--- src/rtl/dino_pkg.sv ---
// Shared encodings and constants for the dinosaur runner game engine.
package dino_pkg;

  localparam int COORD_W = 10;

  typedef enum logic [2:0] {
    ST_INI  = 3'b001,
    ST_PLAY = 3'b010,
    ST_DONE = 3'b100
  } game_state_e;

  // Galois form of x^8+x^6+x^5+x^4+1, shifting right
  localparam logic [7:0] LFSR_SEED = 8'hA5;
  localparam logic [7:0] LFSR_TAPS = 8'hB8;

endpackage

--- src/rtl/dino_lfsr8.sv ---
// 8-bit Galois LFSR that advances once per enabled cycle; drives obstacle spawn decisions.
module dino_lfsr8
  import dino_pkg::*;
(
  input  logic       clk,
  input  logic       rst_n,
  input  logic       en,
  output logic [7:0] q
);

  logic [7:0] lfsr_q, lfsr_d;

  always_comb begin
    lfsr_d = lfsr_q;
    if (en) begin
      lfsr_d = lfsr_q[0] ? ((lfsr_q >> 1) ^ LFSR_TAPS) : (lfsr_q >> 1);
    end
  end

  always_ff @(posedge clk or negedge rst_n) begin
    if (!rst_n) begin
      lfsr_q <= LFSR_SEED;
    end else begin
      lfsr_q <= lfsr_d;
    end
  end

  assign q = lfsr_q;

endmodule

--- src/rtl/dino_game_core.sv ---
// Dinosaur runner engine: game FSM, jump physics, obstacle slots, collision and score.
// Optional build macro DINO_SPEEDUP_EN makes scroll speed grow with score.
//
//   state   | meaning
//   ST_INI  | idle, waiting for up to start a game
//   ST_PLAY | game running, physics advance on tick
//   ST_DONE | crashed, positions/score frozen until up
module dino_game_core
  import dino_pkg::*;
#(
  parameter int NUM_OBS   = 4,
  parameter int SCORE_W   = 16,
  parameter int SCREEN_W  = 640,
  parameter int GROUND_Y  = 515,
  parameter int DINO_X    = 200,
  parameter int DINO_SIZE = 50,
  parameter int OBS_W     = 20,
  parameter int OBS_H     = 40,
  parameter int JUMP_V0   = 12,
  parameter int GRAVITY   = 1,
  parameter int SPEED     = 4,
  parameter int SPAWN_GAP = 160
) (
  input  logic                       clk,
  input  logic                       rst_n,
  input  logic                       tick,
  input  logic                       up,
  output logic [2:0]                 state,
  output logic [COORD_W-1:0]         dino_y,
  output logic [NUM_OBS*COORD_W-1:0] obs_x,
  output logic [NUM_OBS-1:0]         obs_vld,
  output logic [SCORE_W-1:0]         score,
  output logic                       collide
);

  game_state_e          state_q, state_d;
  logic                 up_q;
  logic [COORD_W-1:0]   dino_y_q, dino_y_d;
  logic signed [7:0]    vy_q, vy_d;
  logic [COORD_W-1:0]   obs_x_q [NUM_OBS];
  logic [COORD_W-1:0]   obs_x_d [NUM_OBS];
  logic [NUM_OBS-1:0]   obs_vld_q, obs_vld_d;
  logic [SCORE_W-1:0]   score_q, score_d;
  logic                 collide_q, collide_d;

  logic [7:0]           lfsr_q;
  logic                 up_evt;
  logic                 on_ground;
  logic                 dino_low;
  logic                 collision;
  logic                 spawn_ok;
  logic [COORD_W-1:0]   speed;
  logic [NUM_OBS-1:0]   hit, retire, near_edge, slot_free, spawn_sel;
  logic [SCORE_W-1:0]   score_inc;

  dino_lfsr8 u_lfsr (
    .clk   (clk),
    .rst_n (rst_n),
    .en    (tick),
    .q     (lfsr_q)
  );

  assign up_evt    = up & ~up_q;
  assign on_ground = (dino_y_q == COORD_W'(GROUND_Y)) && (vy_q == 8'sd0);
  assign dino_low  = dino_y_q > COORD_W'(GROUND_Y - OBS_H);

`ifdef DINO_SPEEDUP_EN
  logic [SCORE_W-1:0] boost;
  assign boost = score_q >> 4;
  always_comb begin
    if (32'(boost) >= SPEED) speed = COORD_W'(2 * SPEED);
    else                     speed = COORD_W'(SPEED + 32'(boost));
  end
`else
  assign speed = COORD_W'(SPEED);
`endif

  for (genvar g = 0; g < NUM_OBS; g++) begin : g_slot
    assign hit[g]       = obs_vld_q[g]
                          && (obs_x_q[g] <= COORD_W'(DINO_X + DINO_SIZE))
                          && (({1'b0, obs_x_q[g]} + (COORD_W+1)'(OBS_W)) >= (COORD_W+1)'(DINO_X));
    assign retire[g]    = obs_vld_q[g] && (obs_x_q[g] < (speed + COORD_W'(OBS_W)));
    assign near_edge[g] = obs_vld_q[g] && (obs_x_q[g] > COORD_W'(SCREEN_W - SPAWN_GAP));
    // a slot vacated on this tick may be refilled on the same tick
    assign slot_free[g] = ~obs_vld_q[g] | retire[g];
    assign obs_x[g*COORD_W +: COORD_W] = obs_x_q[g];
  end

  assign collision = (|hit) & dino_low;
  assign spawn_ok  = ((lfsr_q & 8'h03) == 8'h00) && (|slot_free) && !(|near_edge);

  always_comb begin
    logic found;
    found     = 1'b0;
    spawn_sel = '0;
    for (int i = 0; i < NUM_OBS; i++) begin
      if (slot_free[i] && !found) begin
        spawn_sel[i] = 1'b1;
        found        = 1'b1;
      end
    end
  end

  always_comb begin
    score_inc = score_q;
    for (int i = 0; i < NUM_OBS; i++) begin
      if (retire[i] && (score_inc != '1)) score_inc = score_inc + SCORE_W'(1);
    end
  end

  always_comb begin
    logic signed [7:0]  vy_launch;
    logic signed [11:0] y_next;
    state_d   = state_q;
    dino_y_d  = dino_y_q;
    vy_d      = vy_q;
    obs_x_d   = obs_x_q;
    obs_vld_d = obs_vld_q;
    score_d   = score_q;
    collide_d = 1'b0;
    vy_launch = vy_q;
    y_next    = '0;
    case (state_q)
      ST_INI: begin
        if (up_evt) begin
          state_d   = ST_PLAY;
          score_d   = '0;
          obs_vld_d = '0;
          for (int i = 0; i < NUM_OBS; i++) obs_x_d[i] = '0;
          dino_y_d  = COORD_W'(GROUND_Y);
          vy_d      = '0;
        end
      end
      ST_PLAY: begin
        if (collision) begin
          state_d   = ST_DONE;
          collide_d = 1'b1;
        end else begin
          if (up_evt && on_ground) vy_launch = 8'(JUMP_V0);
          vy_d = vy_launch;
          if (tick) begin
            y_next = $signed({2'b00, dino_y_q}) - {{4{vy_launch[7]}}, vy_launch};
            vy_d   = vy_launch - 8'(GRAVITY);
            if (y_next >= $signed(12'(GROUND_Y))) begin
              dino_y_d = COORD_W'(GROUND_Y);
              vy_d     = '0;
            end else begin
              dino_y_d = y_next[COORD_W-1:0];
            end
            for (int i = 0; i < NUM_OBS; i++) begin
              if (spawn_ok && spawn_sel[i]) begin
                obs_vld_d[i] = 1'b1;
                obs_x_d[i]   = COORD_W'(SCREEN_W);
              end else if (retire[i]) begin
                obs_vld_d[i] = 1'b0;
              end else if (obs_vld_q[i]) begin
                obs_x_d[i] = obs_x_q[i] - speed;
              end
            end
            score_d = score_inc;
          end
        end
      end
      ST_DONE: begin
        if (up_evt) state_d = ST_INI;
      end
      default: state_d = ST_INI;
    endcase
  end

  always_ff @(posedge clk or negedge rst_n) begin
    if (!rst_n) begin
      state_q   <= ST_INI;
      up_q      <= 1'b0;
      dino_y_q  <= COORD_W'(GROUND_Y);
      vy_q      <= '0;
      for (int i = 0; i < NUM_OBS; i++) obs_x_q[i] <= '0;
      obs_vld_q <= '0;
      score_q   <= '0;
      collide_q <= 1'b0;
    end else begin
      state_q   <= state_d;
      up_q      <= up;
      dino_y_q  <= dino_y_d;
      vy_q      <= vy_d;
      obs_x_q   <= obs_x_d;
      obs_vld_q <= obs_vld_d;
      score_q   <= score_d;
      collide_q <= collide_d;
    end
  end

  assign state   = state_q;
  assign dino_y  = dino_y_q;
  assign obs_vld = obs_vld_q;
  assign score   = score_q;
  assign collide = collide_q;

endmodule
--- config.mk ---
export PLATFORM = sky130hd
export DESIGN_NAME = dino_game_core
export DESIGN_NICKNAME = d
export VERILOG_FILES = /design/src/rtl/dino_pkg.sv /design/src/rtl/dino_lfsr8.sv /design/src/rtl/dino_game_core.sv
export SDC_FILE = /design/constraint.sdc
export NUM_CORES = 1
export LEC_CHECK = 0
export ABC_CLOCK_PERIOD_IN_PS = 8200
export CAP_MARGIN = 20
export CORE_MARGIN = 2
export CORE_UTILIZATION = 35
export DETAILED_ROUTE_END_ITERATION = 6
export GPL_ROUTABILITY_DRIVEN = 1
export GPL_TIMING_DRIVEN = 1
export PLACE_DENSITY = 0.57
export SLEW_MARGIN = 15
export SYNTH_ARGS = -nofsm -noshare
export SYNTH_HDL_FRONTEND = slang
export SYNTH_HIERARCHICAL = 1
export SYNTH_SLANG_ARGS = --single-unit
export TNS_END_PERCENT = 1
--- constraint.sdc ---
create_clock -name clk -period 8.2 [get_ports clk]
set_input_delay 1.64 -clock clk [delete_from_list [all_inputs] [get_ports clk]]
set_output_delay 1.64 -clock clk [all_outputs]
set_load 0.05 [all_outputs]
Word-level counts from Yosys, hierarchy flattened

Index checks and enable logic that the tools add are counted.

Register bits after elaboration: 91
Output and inout port bits: 74
Input bits: 4

Multiplexer cells: 62
Eq/ne operators: 25
Bitwise operators: 12
Add/subtract/negate cells: 14
Reductions and logical operators: 52
Magnitude comparators: 18

Operator list:

| operator              | count |
|---|---|
| $mux 10               | 16 |
| $mux 40               | 3 |
| $mux 16               | 7 |
| $pmux 40 s2           | 1 |
| $add 16x1->16 const B | 4 |
| $mux 8                | 8 |
| $ne 16x16->1 const B  | 4 |
| $gt 10x9->1 const B   | 5 |
| $add 10x5->11 const B | 4 |
| $ge 11x8->1 const B   | 4 |
| $le 10x8->1 const B   | 4 |
| $lt 10x5->1 const B   | 4 |
| $sub 10x3->10 const B | 4 |
| $ne 3x3->1 const B    | 12 |
| $pmux 16 s2           | 1 |
| $logic_and 1x1->1     | 31 |
| $reduce_and 6->1      | 4 |
| $pmux 10 s2           | 1 |
| $reduce_and 5->1      | 4 |
| $logic_not 8->1       | 2 |
| $mux 1                | 16 |
| $pmux 8 s2            | 1 |
| $ge 12x11->1 const B  | 1 |
| $mux 4                | 3 |
| other kinds (19)      | 39 |

Longest topological paths before layout

Depth after elaboration: 18
Gate-level depth with buffers: 32
Gate-level depth less buffers: 28

Cells and area by module

The synthesis kept the hierarchy.

Modules (own cells, without submodules):

| module         | instances | cells an instance | sequential area each (µm²) | area each (µm²) |
|---|---|---|---|---|
| dino_game_core | 1         | 925               | 1881.8                     | 7392.1 |
| dino_lfsr8     | 1         | 23                | 205.2                      | 321.6 |

Least setup slack after synthesis

Ideal clock, no wire load.

Kind: reg2reg
From: reg score_q[1] (netlist: score[1])
To: reg score_q[2] (netlist: score[2])
Required time: 8.079 ns
Cell stages (with the launch flop): 31
Buffers on the path: 4
Data arrival time: 7.039 ns
Period minus slack after synthesis: 7.160 ns
Slack: 1.040 ns
Path through: dfrtp_1 > ha_1 > buf_2 > nand4_1 > or4_1 > clkbuf_1 > o21ai_1 > xnor2_1 > ha_1 > inv_1 > nor3_1 > and2_2 > clkbuf_8 > a31oi_2 > mux2_2 > ha_1 > and2_1 > or3_1 > nand3_2 > nor4_4 > nor2_1 > xor2_1 > ha_1 > inv_1 > nor4_1 > o211ai_2 > nor4_4 > buf_6 > nor3_1 > xnor2_1 > a22o_1

Cells in the longest elaborated chain, start to end: 15
Elaborated cells on any way between the ends: 19
Classes of those cells: add/sub: 4; eq/ne: 4; mux: 7; reduce/logical: 4

Ends and longest elaborated chain:

| item                                                  | RTL line              | RTL |
|---|---|---|
| from (decl)                                           | dino_game_core.sv:43  | `logic [SCORE_W-1:0] score_q, score_d;` |
| from (signal assigned)                                | dino_game_core.sv:188 | `score_q <= score_d;` |
| branches (longest 2 deep; another with $add 16x1->16) | -                     |  |
| $mux 16 *                                             | dino_game_core.sv:107 | `if (retire[i] && (score_inc != '1)) score_inc = score_inc + SCORE_W'(1);` |
| branches (longest 2 deep; another with $add 16x1->16) | -                     |  |
| $mux 16 *                                             | dino_game_core.sv:107 |  |
| branches (longest 2 deep; another with $add 16x1->16) | -                     |  |
| $mux 16 *                                             | dino_game_core.sv:107 |  |
| branches (longest 2 deep; another with $add 16x1->16) | -                     |  |
| $mux 16 *                                             | dino_game_core.sv:107 |  |
| $mux 16 *                                             | dino_game_core.sv:141 | `if (tick) begin` |
| $mux 16 *                                             | dino_game_core.sv:135 | `if (collision) begin` |
| $pmux 16 s2 *                                         | dino_game_core.sv:123 | `case (state_q)` |

Every way passes the cells marked *. The select of a mux whose other input is x is not followed.
A chain may end at the register's enable or synchronous reset.

Final worst setup path

From: reg score_q[1] (netlist: score[1])
To: reg score_q[11] (netlist: score[11])

The elaborated chain is that of the path after synthesis.

==> flow_summary.ini <==
[grt]
grt_pass1_wl_mm = 38.4
grt_max_degree = 63
grt_antenna_before_repair = 0
grt_overflow = 0
grtUsageTotal = 0.202
grt_pass1_vias = 7057

[drt]
ant_nets = 0
first_pass_iters = 5
wirelength_mm = 23.9
wl_per_cell_microns = 18.6
viasPerCell = 5.84
drt_first_iter_violations = 561
vias = 7497
drc = 0

[logic_synthesis]
synth_top_cell_by_area = dfrtp_1
synth_edf_count = 0
yosys.area.top_type_share = 0.243
postSynthAreaPerCell_sq_um = 8.14
synth.distinct_cells = 110
synth_seq_cells = 83
synth.most_common_cell = nand2_1
ys_top_cells_by_count = 87 x nand2_1, 86 x nor2_1, 75 x dfrtp_1
async_flop_share = 1.00
synth.area.top_cells = dfrtp_1 24%, xnor2_1 4.7%, nand2_1 4.2%
syn-cell-area_sq_mm = 0.00771
yosys_warnings = 6
syn_inst = 948
yosysSeqAreaShare = 0.271
synthFlopType = dfrtp_1

[timing]
setup_slack_ps = 735
tns_ps = 0
skew_ps = 9.54
period_share = 0.910
slew_headroom = 0.466
min_period_ps = 7460
drv_slew = 0
hold_viol_final = 0
fmax_ghz = 0.134
setup_viol = 0
tightest_slew_ps = 800

[floorplanning]
dieArea_sq_mm = 0.0232
die_h_microns = 152
io_pins = 78
num_rows = 54
fp.coreArea_sq_mm = 0.0218
die_w_microns = 152
start_util = 0.355

[clock_tree]
clock_path_buffers = 2
clk_pin_slew_worst_paths_ps = 60
cts_tree = built
clkLatencyLatePin_ps = 350
numCtsBuffers = 9
cts_root_buffer = clkbuf_16
cts_max_level = 3
cts.sinks = 83
ctsHoldBuffers = 0

[layout]
antennaDiodeCount = 0
syn_to_final_growth_pct = 15.6
drive_gt1_frac = 0.106
nets = 1026
regArea_sq_mm = 0.00209
multiInputGateArea_sq_mm = 0.00523
final_cells = 1283
nFillCells = 2239

[placement]
io_buffers = 69
dpl_worst_slack_ps = 487
dp_hpwl_mm = 18.1
gp_congestion = 0.931
dp.cells = 1264

[setup_path]
cp_max_fo = 13
required_ps = 8410
cpMostUsedCell = ha_1
endpoint_kind = flip-flop
cp_slowest_stage_delay_ps = 630
reg2reg_depth = 28
crit_path_start_kind = flip-flop
crit_type = reg -> reg
endpoint = score[11]
crit_arrival_ps = 7680
r2r_slack_ps = 740
crit_start = score[1]
rr_endpoint = score[11]
r2r-start = score[1]
cp_slowest_cell = or4_4

[pwr]
power_mw = 1.64
power.density_mw_per_mm2 = 184
max-vdd-ir-drop_mv = 0.109
leakage_nw = 3.40

[min_path]
hold_class = reg -> reg

[outcome]
outcome = finished clean

[flow_run]
max-cap-violations = 0
timing repair:
action                                  CTS  global route
buffers inserted                          0             2
gates resized for setup                   0             2
endpoints found under the setup margin    0            15
cells by family after synthesis:
group / count (synthesis) / synth area share
adders and majority gates: 26 / 0.0425
AOI/OAI and AO/OA: 270 / 0.240
buffers and inverters: 90 / 0.0574
DFF: 83 / 0.271
xor gates and xnor gates: 62 / 0.0714
muxes: 21 / 0.0292
other: 1 / 0.000486
and+or+nand+nor: 395 / 0.288
metrics by stage:
| stage | util | hold WS [ps] | area (sq um) |
|---|---|---|---|
| floorplan | - | 481 | 7740 |
| global placement | 0.394 | 498 | 8580 |
| detailed placement | 0.394 | 516 | 8580 |
| CTS | 0.408 | 528 | 8880 |
| global route | 0.410 | 540 | 8920 |
| finish | 0.410 | 529 | 8920 |
critical path: cells and delay by family (launching register included):
family	cells	cell delay [ps]
and+or+nand+nor	12	3450
adders and majority gates	4	1180
xor gates and xnor gates	4	980
AOI/OAI and AO/OA	5	900
DFF	1	450
buffers and inverters	3	370
power by group:
| group | switching [mW] | internal, mW |
|---|---|---|
| Clock | 0.170 | 0.240 |
| Sequential | 0.109 | 0.476 |
| Combinational | 0.392 | 0.256 |
| Total | 0.671 | 0.972 |
state kept, by name (all words and copies together), names as in the netlist:
register / flops
score: 16
dino_y: 10
state: 3
vy_q: 8
obs_vld: 4
u_lfsr/q: 8
obs_x: 32
collide: 1
up_q: 1
placed cells by master, fill, tap and decap left out, types with 12 or more instances in the layout:
| cell | instances |
|---|---|
| nand2_1 | 87 |
| nor2_1 | 86 |
| dfrtp_1 | 75 |
| clkdlybuf4s50_1 | 68 |
| o21ai_0 | 58 |
| a21oi_1 | 52 |
| xnor2_1 | 41 |
| inv_1 | 38 |
| nor3_1 | 38 |
| nand3_1 | 29 |
| ha_1 | 22 |
| xor2_1 | 20 |
| nor4_1 | 17 |
| a31oi_1 | 17 |
| or3_1 | 15 |
| buf_4 | 14 |
| and2_1 | 13 |
| nor2b_1 | 12 |
area by class of cell:
type | instances | area share
clock buffer | 14 | 0.0318
multi-input combinational | 782 | 0.586
clock inverter | 2 | 0.00182
inverter | 38 | 0.0160
tap | 280 | 0.0393
timing repair buffer | 84 | 0.0909
sequential | 83 | 0.234
worst min path at each step:
stage	to	depth (start not counted)	from	slack (ps)
2_1_floorplan	u_lfsr/q[2]	1	u_lfsr/q[3]	480
3_3_place_gp	u_lfsr/q[2]	1	u_lfsr/q[3]	500
3_5_place_dp	u_lfsr/q[5]	2	u_lfsr/q[5]	520
4_1_cts	u_lfsr/q[5]	2	u_lfsr/q[5]	530
5_1_grt	u_lfsr/q[6]	1	u_lfsr/q[6]	540
6_report	u_lfsr/q[6]	1	u_lfsr/q[6]	530
metal layers:
| metal | vias to the layer above | track usage | routed length [microns] |
|---|---|---|---|
| li1 | 3629 | - | - |
| met1 | 3601 | 0.289 | 11200 |
| met2 | 226 | 0.316 | 10800 |
| met3 | 41 | 0.0239 | 1220 |
| met4 | 0 | 0.0710 | 620 |
| met5 | - | 0 | 0 |
Note: power is estimated with default switching activity, not from simulation.
